`src/rtl/pe_pkg.sv`:
```
// rtl/pe_pkg.sv - shared state encoding and default widths for the row-stationary PE
package pe_pkg;

  localparam int DEF_BITWIDTH         = 16;
  localparam int DEF_RF_ADDR_WIDTH    = 3;
  localparam int DEF_KERNEL_SIZE      = 3;
  localparam int DEF_WHEN_TO_ACC_PSUM = 6;

  typedef enum logic [1:0] {
    LOAD    = 2'd0,
    COMPUTE = 2'd1,
    WAIT    = 2'd2,
    DONE    = 2'd3
  } pe_state_t;

endpackage

```
`src/rtl/pe_rf.sv`:
```
// rtl/pe_rf.sv - register file with pointer or direct-address writes, full flag and async read
module pe_rf
  import pe_pkg::*;
#(
  parameter int BITWIDTH      = DEF_BITWIDTH,
  parameter int RF_ADDR_WIDTH = DEF_RF_ADDR_WIDTH
) (
  input  logic                     clk,
  input  logic                     rstb,
  input  logic                     i_wr_en,
  input  logic                     i_wr_direct,
  input  logic [RF_ADDR_WIDTH-1:0] i_wr_addr,
  input  logic [BITWIDTH-1:0]      i_wr_data,
  input  logic [RF_ADDR_WIDTH-1:0] i_rd_addr,
  output logic [BITWIDTH-1:0]      o_rd_data,
  output logic [RF_ADDR_WIDTH:0]   o_fill,
  output logic                     o_full
);

  localparam int DEPTH = 2 ** RF_ADDR_WIDTH;

  logic [BITWIDTH-1:0]    memory [DEPTH];
  logic [RF_ADDR_WIDTH:0] r_wptr;

  assign o_fill    = r_wptr;
  // The pointer only ever reaches DEPTH, so its top bit alone marks full.
  assign o_full    = r_wptr[RF_ADDR_WIDTH];
  assign o_rd_data = memory[i_rd_addr];

  always_ff @(posedge clk or posedge rstb) begin
    if (rstb) begin
      for (int j = 0; j < DEPTH; j++) memory[j] <= '0;
      r_wptr <= '0;
    end else if (i_wr_en) begin
      if (i_wr_direct) begin
        memory[i_wr_addr] <= i_wr_data;
      end else if (!o_full) begin
        memory[r_wptr[RF_ADDR_WIDTH-1:0]] <= i_wr_data;
        r_wptr <= r_wptr + 1'b1;
      end
    end
  end

endmodule

```
`src/rtl/row_stationary_pe.sv`:
```
// rtl/row_stationary_pe.sv - row-stationary PE: load filter/ifmap rows, signed MAC, chained psum add
module row_stationary_pe
  import pe_pkg::*;
#(
  parameter int BITWIDTH         = DEF_BITWIDTH,
  parameter int RF_ADDR_WIDTH    = DEF_RF_ADDR_WIDTH,
  parameter int KERNEL_SIZE      = DEF_KERNEL_SIZE,
  parameter int WHEN_TO_ACC_PSUM = DEF_WHEN_TO_ACC_PSUM
) (
  input  logic                       clk,
  input  logic                       rstb,
  input  logic                       ifmap_enable,
  input  logic                       filter_enable,
  input  logic signed [BITWIDTH-1:0] ifmap,
  input  logic signed [BITWIDTH-1:0] filter,
  input  logic signed [BITWIDTH-1:0] input_psum,
  output logic                       ready,
  output logic signed [BITWIDTH-1:0] output_psum
);

  localparam int CW = $clog2(WHEN_TO_ACC_PSUM + 2);
  localparam int AW = RF_ADDR_WIDTH;
  localparam logic [AW:0]   KFILL  = (AW + 1)'(KERNEL_SIZE);
  localparam logic [CW-1:0] C_LAST = CW'(KERNEL_SIZE - 1);
  localparam logic [CW-1:0] C_ACC  = CW'(WHEN_TO_ACC_PSUM);

  pe_state_t               pe_state, w_next_state;
  logic [CW-1:0]           count, w_next_count;
  logic [AW-1:0]           filter_select, ifmap_select, psum_select;
  logic                    acc_reset, acc_input_psum;
  logic [BITWIDTH-1:0]     filter_from_fifo, ifmap_from_fifo, psum_from_fifo;
  logic [AW:0]             w_filter_fill, w_ifmap_fill, w_psum_fill;
  logic                    w_filter_full, w_ifmap_full, w_psum_full;
  logic                    w_filter_we, w_ifmap_we, w_psum_we;
  logic signed [BITWIDTH-1:0]   r_psum, w_psum_next, w_psum_acc;
  logic signed [2*BITWIDTH-1:0] w_product_full;
  logic signed [BITWIDTH-1:0]   mac_multiplier, mac_accumulator;

  assign filter_select  = AW'(count);
  assign ifmap_select   = AW'(count);
  assign psum_select    = '0;
  assign acc_reset      = (pe_state == COMPUTE) && (count == '0);
  assign acc_input_psum = (pe_state == WAIT) && (count == C_ACC);
  assign w_filter_we    = (pe_state == LOAD) && filter_enable;
  assign w_ifmap_we     = (pe_state == LOAD) && ifmap_enable;

  pe_rf #(.BITWIDTH(BITWIDTH), .RF_ADDR_WIDTH(AW)) filter_fifo (
    .clk(clk), .rstb(rstb), .i_wr_en(w_filter_we), .i_wr_direct(1'b0), .i_wr_addr('0),
    .i_wr_data(filter), .i_rd_addr(filter_select), .o_rd_data(filter_from_fifo),
    .o_fill(w_filter_fill), .o_full(w_filter_full)
  );

  pe_rf #(.BITWIDTH(BITWIDTH), .RF_ADDR_WIDTH(AW)) ifmap_fifo (
    .clk(clk), .rstb(rstb), .i_wr_en(w_ifmap_we), .i_wr_direct(1'b0), .i_wr_addr('0),
    .i_wr_data(ifmap), .i_rd_addr(ifmap_select), .o_rd_data(ifmap_from_fifo),
    .o_fill(w_ifmap_fill), .o_full(w_ifmap_full)
  );

  // The psum RF is always addressed directly at psum_select; its pointer stays idle.
  pe_rf #(.BITWIDTH(BITWIDTH), .RF_ADDR_WIDTH(AW)) psum_fifo (
    .clk(clk), .rstb(rstb), .i_wr_en(w_psum_we), .i_wr_direct(1'b1), .i_wr_addr(psum_select),
    .i_wr_data(w_psum_next), .i_rd_addr(psum_select), .o_rd_data(psum_from_fifo),
    .o_fill(w_psum_fill), .o_full(w_psum_full)
  );

  // Product and sum wrap at BITWIDTH; no saturation anywhere in the datapath.
  assign w_product_full  = $signed(filter_from_fifo) * $signed(ifmap_from_fifo);
  assign mac_multiplier  = w_product_full[BITWIDTH-1:0];
  assign mac_accumulator = (acc_reset ? '0 : r_psum) + mac_multiplier;
  assign w_psum_acc      = r_psum + input_psum;

  assign ready       = (pe_state == LOAD);
  assign output_psum = acc_input_psum ? w_psum_acc : r_psum;

  always_comb begin
    w_next_state = pe_state;
    w_next_count = count;
    w_psum_next  = r_psum;
    w_psum_we    = 1'b0;
    case (pe_state)
      LOAD: begin
        if (w_filter_fill >= KFILL && w_ifmap_fill >= KFILL) begin
          w_next_state = COMPUTE;
          w_next_count = '0;
        end
      end
      COMPUTE: begin
        w_psum_next  = mac_accumulator;
        w_next_count = count + 1'b1;
        if (count == C_LAST) begin
          w_psum_we    = 1'b1;
          w_next_state = WAIT;
        end
      end
      WAIT: begin
        w_next_count = count + 1'b1;
        if (acc_input_psum) begin
          w_psum_next  = w_psum_acc;
          w_psum_we    = 1'b1;
          w_next_state = DONE;
        end
      end
      DONE: begin
        w_next_state = DONE;
      end
      default: begin
        w_next_state = LOAD;
      end
    endcase
  end

  always_ff @(posedge clk or posedge rstb) begin
    if (rstb) begin
      pe_state <= LOAD;
      count    <= '0;
      r_psum   <= '0;
    end else begin
      pe_state <= w_next_state;
      count    <= w_next_count;
      r_psum   <= w_psum_next;
    end
  end

endmodule

```
`config.mk`:
```
export PLATFORM = sky130hd
export DESIGN_NAME = row_stationary_pe
export DESIGN_NICKNAME = d
export VERILOG_FILES = /design/src/rtl/pe_pkg.sv /design/src/rtl/pe_rf.sv /design/src/rtl/row_stationary_pe.sv
export SDC_FILE = /design/constraint.sdc
export NUM_CORES = 1
export LEC_CHECK = 0
export CAP_MARGIN = 20
export CORE_MARGIN = 2
export CORE_UTILIZATION = 50
export CTS_CLUSTER_DIAMETER = 100
export CTS_CLUSTER_SIZE = 10
export DETAILED_ROUTE_END_ITERATION = 10
export GPL_ROUTABILITY_DRIVEN = 0
export GPL_TIMING_DRIVEN = 0
export PLACE_DENSITY = 0.67
export SETUP_SLACK_MARGIN = 0.5
export SLEW_MARGIN = 5
export SYNTH_ARGS = -nofsm -noshare
export SYNTH_HDL_FRONTEND = slang
export SYNTH_SLANG_ARGS = --single-unit
export TNS_END_PERCENT = 20
```
`constraint.sdc`:
```
create_clock -name clk -period 13.7 [get_ports clk]
set_input_delay 2.055 -clock clk [delete_from_list [all_inputs] [get_ports clk]]
set_output_delay 2.055 -clock clk [all_outputs]
set_load 0.05 [all_outputs]
```
Word-level counts from Yosys, hierarchy flattened

Cells that the tools add are included.

Bits in registers: 285
Input bits: 52
Output and inout bits: 17

Add/sub/neg operators: 5
Multiply operators: 1
$lt $le $gt $ge: 7
Eq/ne operators: 8
Muxes and demuxes: 23
Bitwise operators: 5
Reductions and logical operators: 16

Operators by type and width:

| cell                | number |
|---|---|
| $bwmux 128          | 2 |
| $mux 16             | 8 |
| $bmux 16 s3         | 2 |
| $demux 16 s3        | 2 |
| $add 16x16->16      | 2 |
| $pmux 16 s2         | 1 |
| $mul 16x16->16      | 1 |
| $ge 4x4->1 const B  | 3 |
| $not 3->4           | 3 |
| $add 4x1->4 const B | 2 |
| $ge 4x2->1 const B  | 2 |
| $lt 4x1->1 const B  | 2 |
| $mux 4              | 2 |
| $pmux 2 s4          | 1 |
| $logic_and 1x1->1   | 7 |
| $mux 2              | 3 |
| $pmux 3 s2          | 1 |
| $reduce_and 2->1    | 3 |
| $eq 2x2->1 const B  | 2 |
| $ne 2x1->1 const B  | 2 |
| $reduce_bool 2->1   | 2 |
| $add 3x1->3 const B | 1 |
| $eq 3x2->1 const B  | 1 |
| $eq 3x3->1 const B  | 1 |
| 8 further kinds     | 9 |

Depth between registers and ports, before layout

Depth in word-level cells: 7
Depth in mapped cells: 30

Modules after synthesis

A second synthesis with hierarchy kept.

Cell total of the unflattened synthesis: 1562
Area, all modules: 19769.0 um^2

By module, submodules not included:

| module            | instances | cells each | area an instance (um^2) | seq. area each (um^2) |
|---|---|---|---|---|
| pe_rf             | 2         | 367        | 6476.2                  | 3303.2 |
| row_stationary_pe | 1         | 828        | 6816.5                  | 525.5 |

Least setup slack after synthesis

Ideal clock, no wire load.

Path kind: input-to-output
From: in input_psum[1]
To: out output_psum[13]
Arrival: 5139 ps
Data required time: 11645 ps
Path slack: 6506 ps
Stages on the path: 10
Buffers on the path: 0
Cell sequence: ha_1 > a21o_1 > a21oi_1 > o21ai_0 > a2111oi_0 > o31ai_1 > a41o_1 > a21oi_1 > xor2_1 > o21ai_0

Cells in the longest elaborated chain, start to end: 2

RTL lines:

| element        | line                    | RTL |
|---|---|---|
| from (decl)    | row_stationary_pe.sv:16 | `input logic signed [BITWIDTH-1:0] input_psum,` |
| $add 16x16->16 | row_stationary_pe.sv:70 | `assign w_psum_acc = r_psum + input_psum;` |
| $mux 16        | -                       |  |
| to (decl)      | row_stationary_pe.sv:18 | `output logic signed [BITWIDTH-1:0] output_psum` |

Every way passes these cells.

Worst setup path in the final report

From: reg count[0]
To: reg r_psum[15]

Cells in the longest elaborated chain, start to end: 7

RTL lines:

| element                                     | line                     | RTL |
|---|---|---|
| from (decl)                                 | row_stationary_pe.sv:28  | `logic [CW-1:0] count, w_next_count;` |
| from (signal assigned)                      | row_stationary_pe.sv:119 | `count <= w_next_count;` |
| $not 3->4 (implied by the code)             | pe_rf.sv:28              | `assign o_rd_data = memory[i_rd_addr];` |
| $bmux 16 s3                                 | pe_rf.sv:28              |  |
| $mux 16 (implied by the code) (2 in series) | pe_rf.sv:28              |  |
| $mul 16x16->16                              | row_stationary_pe.sv:67  | `assign w_product_full = $signed(filter_from_fifo) * $signed(ifmap_from_fifo);` |
| $add 16x16->16                              | row_stationary_pe.sv:69  | `assign mac_accumulator = (acc_reset ? '0 : r_psum) + mac_multiplier;` |
| $pmux 16 s2 *                               | row_stationary_pe.sv:80  | `case (pe_state)` |
| to (signal assigned)                        | row_stationary_pe.sv:120 | `r_psum <= w_psum_next;` |
| to (decl)                                   | row_stationary_pe.sv:35  | `logic signed [BITWIDTH-1:0] r_psum, w_psum_next, w_psum_acc;` |

Every way passes the cells marked *; elsewhere a longest branch is shown, timed or not. The select of a mux whose other input is x is not followed.
A chain may end at the register's enable or synchronous reset.

==> metrics.cfg <==
[status]
status=completed

[worst_setup_path]
slowest_delay_ns=0.79
critPathBufInv=7
cpMaxStageDelayCell=mux2i_1
start_kind=flip-flop
critical_path_arrival_ns=8.70
path_class=reg -> reg
critPathTopFamily=adder cells
worstSetupEndpointType=flip-flop
crit_required_ns=14.08
worstPathMaxFanout=11

[logic_synthesis]
synthesis.area_mm2=0.0185
netlist_top_cells_area=dfrtp_1, mux2_2, fa_1
ys_ff_latch=285
synth.distinct_cells=63
yosys.area.top_type=dfrtp_1
ys_warn_count=0
synth_nets=1788
synth_area_per_cell_um2=12.0
syn_inst=1551
yosys_most_used_dff=dfrtp_1
synth_edf_count=0
yosysTopAreaCellShare_pct=38.5
yosysSeqAreaShare_pct=38.5
synth-async-reset-ratio_pct=100

[layout]
drive_gt1_share_pct=25.1
diodes=0
fill_cells=3081
nNetsFinal=1901
syn2layout_area_growth_pct=12.5

[hold_path]
min_path_type=reg -> reg

[global_route]
grt_pass1_wl_mm=70.8
antenna_found_initial=0
grt_use_total_pct=24.0
grt_overflow=0
grt_max_degree=115
grt_pass1_vias=12700

[detailed_routing]
drtIter0Drc=695
viasPerCell=5.68
post-route-drc-count=0
vias=12100
first_pass_iters=5
ant_nets=0
routed_wirelength_mm=44.8
wl_per_cell_um=21.0

[timing]
finalSetupViolations=0
finalSetupTns_ns=0
drv_slew=0
skew_ns=0.0326
fmax_mhz=120
worst_pin_slew_ns=1.09
period_minus_slack_ns=8.32
fin_crit_sh_pct=60.8
hold_viol=0
rsz0062_at_grt=no
slew_headroom_pct=25.1

[run]
drv_cap=0

[clock_network]
path_clk_slew_ns=0.06
htree_num_levels=2
clock_latency_ns=0.52
cts_resized=0
clock-sinks=285
cts_tree=done
cts_setup_buffers=0
cts_buffer_depth=3
clockRootBuffer=clkbuf_16
postCtsHoldBufs=0
cts_buffers=34

[floorplan]
io_pins=69
chipHeight_um=197
die_w_um=197
die_area_mm2=0.0386
start_util_pct=50.7
num_rows=70
core_mm2=0.0366

[place]
port-buffer-count=68
hpwl_mm=32.6

cells in the mapped netlist (22+ instances only):
cell type / count
ha_1: 91
inv_1: 192
xnor2_1: 40
o21ai_0: 33
mux4_2: 50
dfrtp_1: 285
clkbuf_1: 46
fa_1: 94
nand2_1: 74
a21oi_1: 40
or2_2: 22
mux2_2: 260
nor2_1: 124
kinds of logic after synthesis:
group | count (synthesis) | synth area share, %
multiplexers | 352 | 25.6
AO/OA/AOI/OAI | 119 | 3.96
adder cells (fa/ha/maj) | 185 | 16.3
AND/OR/NAND/NOR | 299 | 7.42
buffers and inverters | 257 | 5.56
XOR/XNOR | 54 | 2.71
flip-flops | 285 | 38.5
stage by stage:
| stage | instance area [µm²] | hold WS, ns | util (%) | cells | setup WS [ns] |
|---|---|---|---|---|---|
| after floorplan | 18500 | 0.470 | - | 1551 | 3.78 |
| after global placement | 19800 | 0.480 | 54.1 | 2087 | 0.380 |
| after detailed placement | 19900 | 0.484 | 54.5 | 2096 | 5.43 |
| after CTS | 20900 | 0.496 | 57.0 | 2134 | 5.39 |
| after global routing | 20900 | 0.509 | 57.0 | 2134 | 5.15 |
| final | 20900 | 0.495 | 57.0 | 2134 | 5.38 |
area by class of cell:
class                   instances  area (µm²)  share of cell area (%)
well taps                     468         586                    2.81
multi-input cells            1009       10400                    49.9
inverters                     193         732                    3.51
clock inverters                 3        40.0                   0.192
flip-flops and latches        285        7130                    34.2
plain buffers                  64         307                    1.47
clock buffers                  35         876                    4.20
repair buffers                 77         781                    3.74
metal layers:
layer	vias up	wire (µm)	global-route usage, %
met2	260	22700	42.3
met3	75	1730	2.79
met5	-	0	0
met1	6311	19300	31.6
li1	5471	-	-
met4	0	1130	6.40
placed cells by master, fill, tap and decap left out, drive strengths merged, types with 4 or more instances in the layout:
| cell | n |
|---|---|
| o31ai | 6 |
| fa | 94 |
| inv | 193 |
| nor3b | 6 |
| xnor2 | 42 |
| dfrtp | 285 |
| a21o | 5 |
| mux2 | 260 |
| a21boi | 4 |
| nand3 | 15 |
| mux2i | 30 |
| mux4 | 62 |
| nand2 | 74 |
| clkbuf | 81 |
| nand2b | 9 |
| nand3b | 6 |
| a21oi | 41 |
| or2 | 22 |
| clkdlybuf4s50 | 68 |
| nor3 | 7 |
| buf | 27 |
| nor2b | 7 |
| xor2 | 11 |
| o21bai | 5 |
| o21ai | 33 |
| and2 | 16 |
| ha | 91 |
| nor2 | 125 |
worst reg2reg max path: stages, from the launching register on:
cell and delay (ns):
dfrtp_1 0.47, inv_2 0.29, buf_2 0.46, clkbuf_1 0.72, mux2i_1 0.79, clkbuf_1 0.58, nor2_1 0.14, fa_1 0.38
inv_1 0.08, fa_1 0.42, inv_1 0.10, fa_1 0.42, fa_1 0.51, inv_1 0.06, fa_1 0.45, fa_1 0.39
xor2_1 0.22, xnor2_1 0.17, xnor2_1 0.11, xnor2_1 0.22, xnor2_1 0.16, xnor2_1 0.15, xnor3_1 0.29, xnor2_1 0.19
nor2_1 0.07, or4_1 0.39
path summary, 6_finish.rpt:
| kind | from | end | slack, ns | cells past startpoint |
|---|---|---|---|---|
| max | count[0]$_DFFE_PP0P_ | r_psum[15]$_DFFE_PP0N_ | 5.38 | 25 |
| min | filter_fifo.memory[103]$_DFFE_PP0P_ | filter_fifo.memory[103]$_DFFE_PP0P_ | 0.49 | 1 |
| max reg2reg | count[0]$_DFFE_PP0P_ | r_psum[15]$_DFFE_PP0N_ | 5.38 | 25 |
| min reg2reg | filter_fifo.memory[103]$_DFFE_PP0P_ | filter_fifo.memory[103]$_DFFE_PP0P_ | 0.49 | 1 |
| max in group asynchronous | rstb | filter_fifo.memory[88]$_DFFE_PP0P_ | 10.73 | 3 |
| min in group asynchronous | rstb | ifmap_fifo.o_fill[0]$_DFFE_PP0P_ | 2.00 | 2 |
registers in the layout (all words and copies together) (netlist names):
register and flops:
count 3, filter_fifo.memory 128, filter_fifo.o_fill 4, ifmap_fifo.memory 128, ifmap_fifo.o_fill 4, pe_state 2
r_psum 16
Power is not shown: default switching activity piles up to over one toggle a cycle in this logic, so the estimate is an artifact.
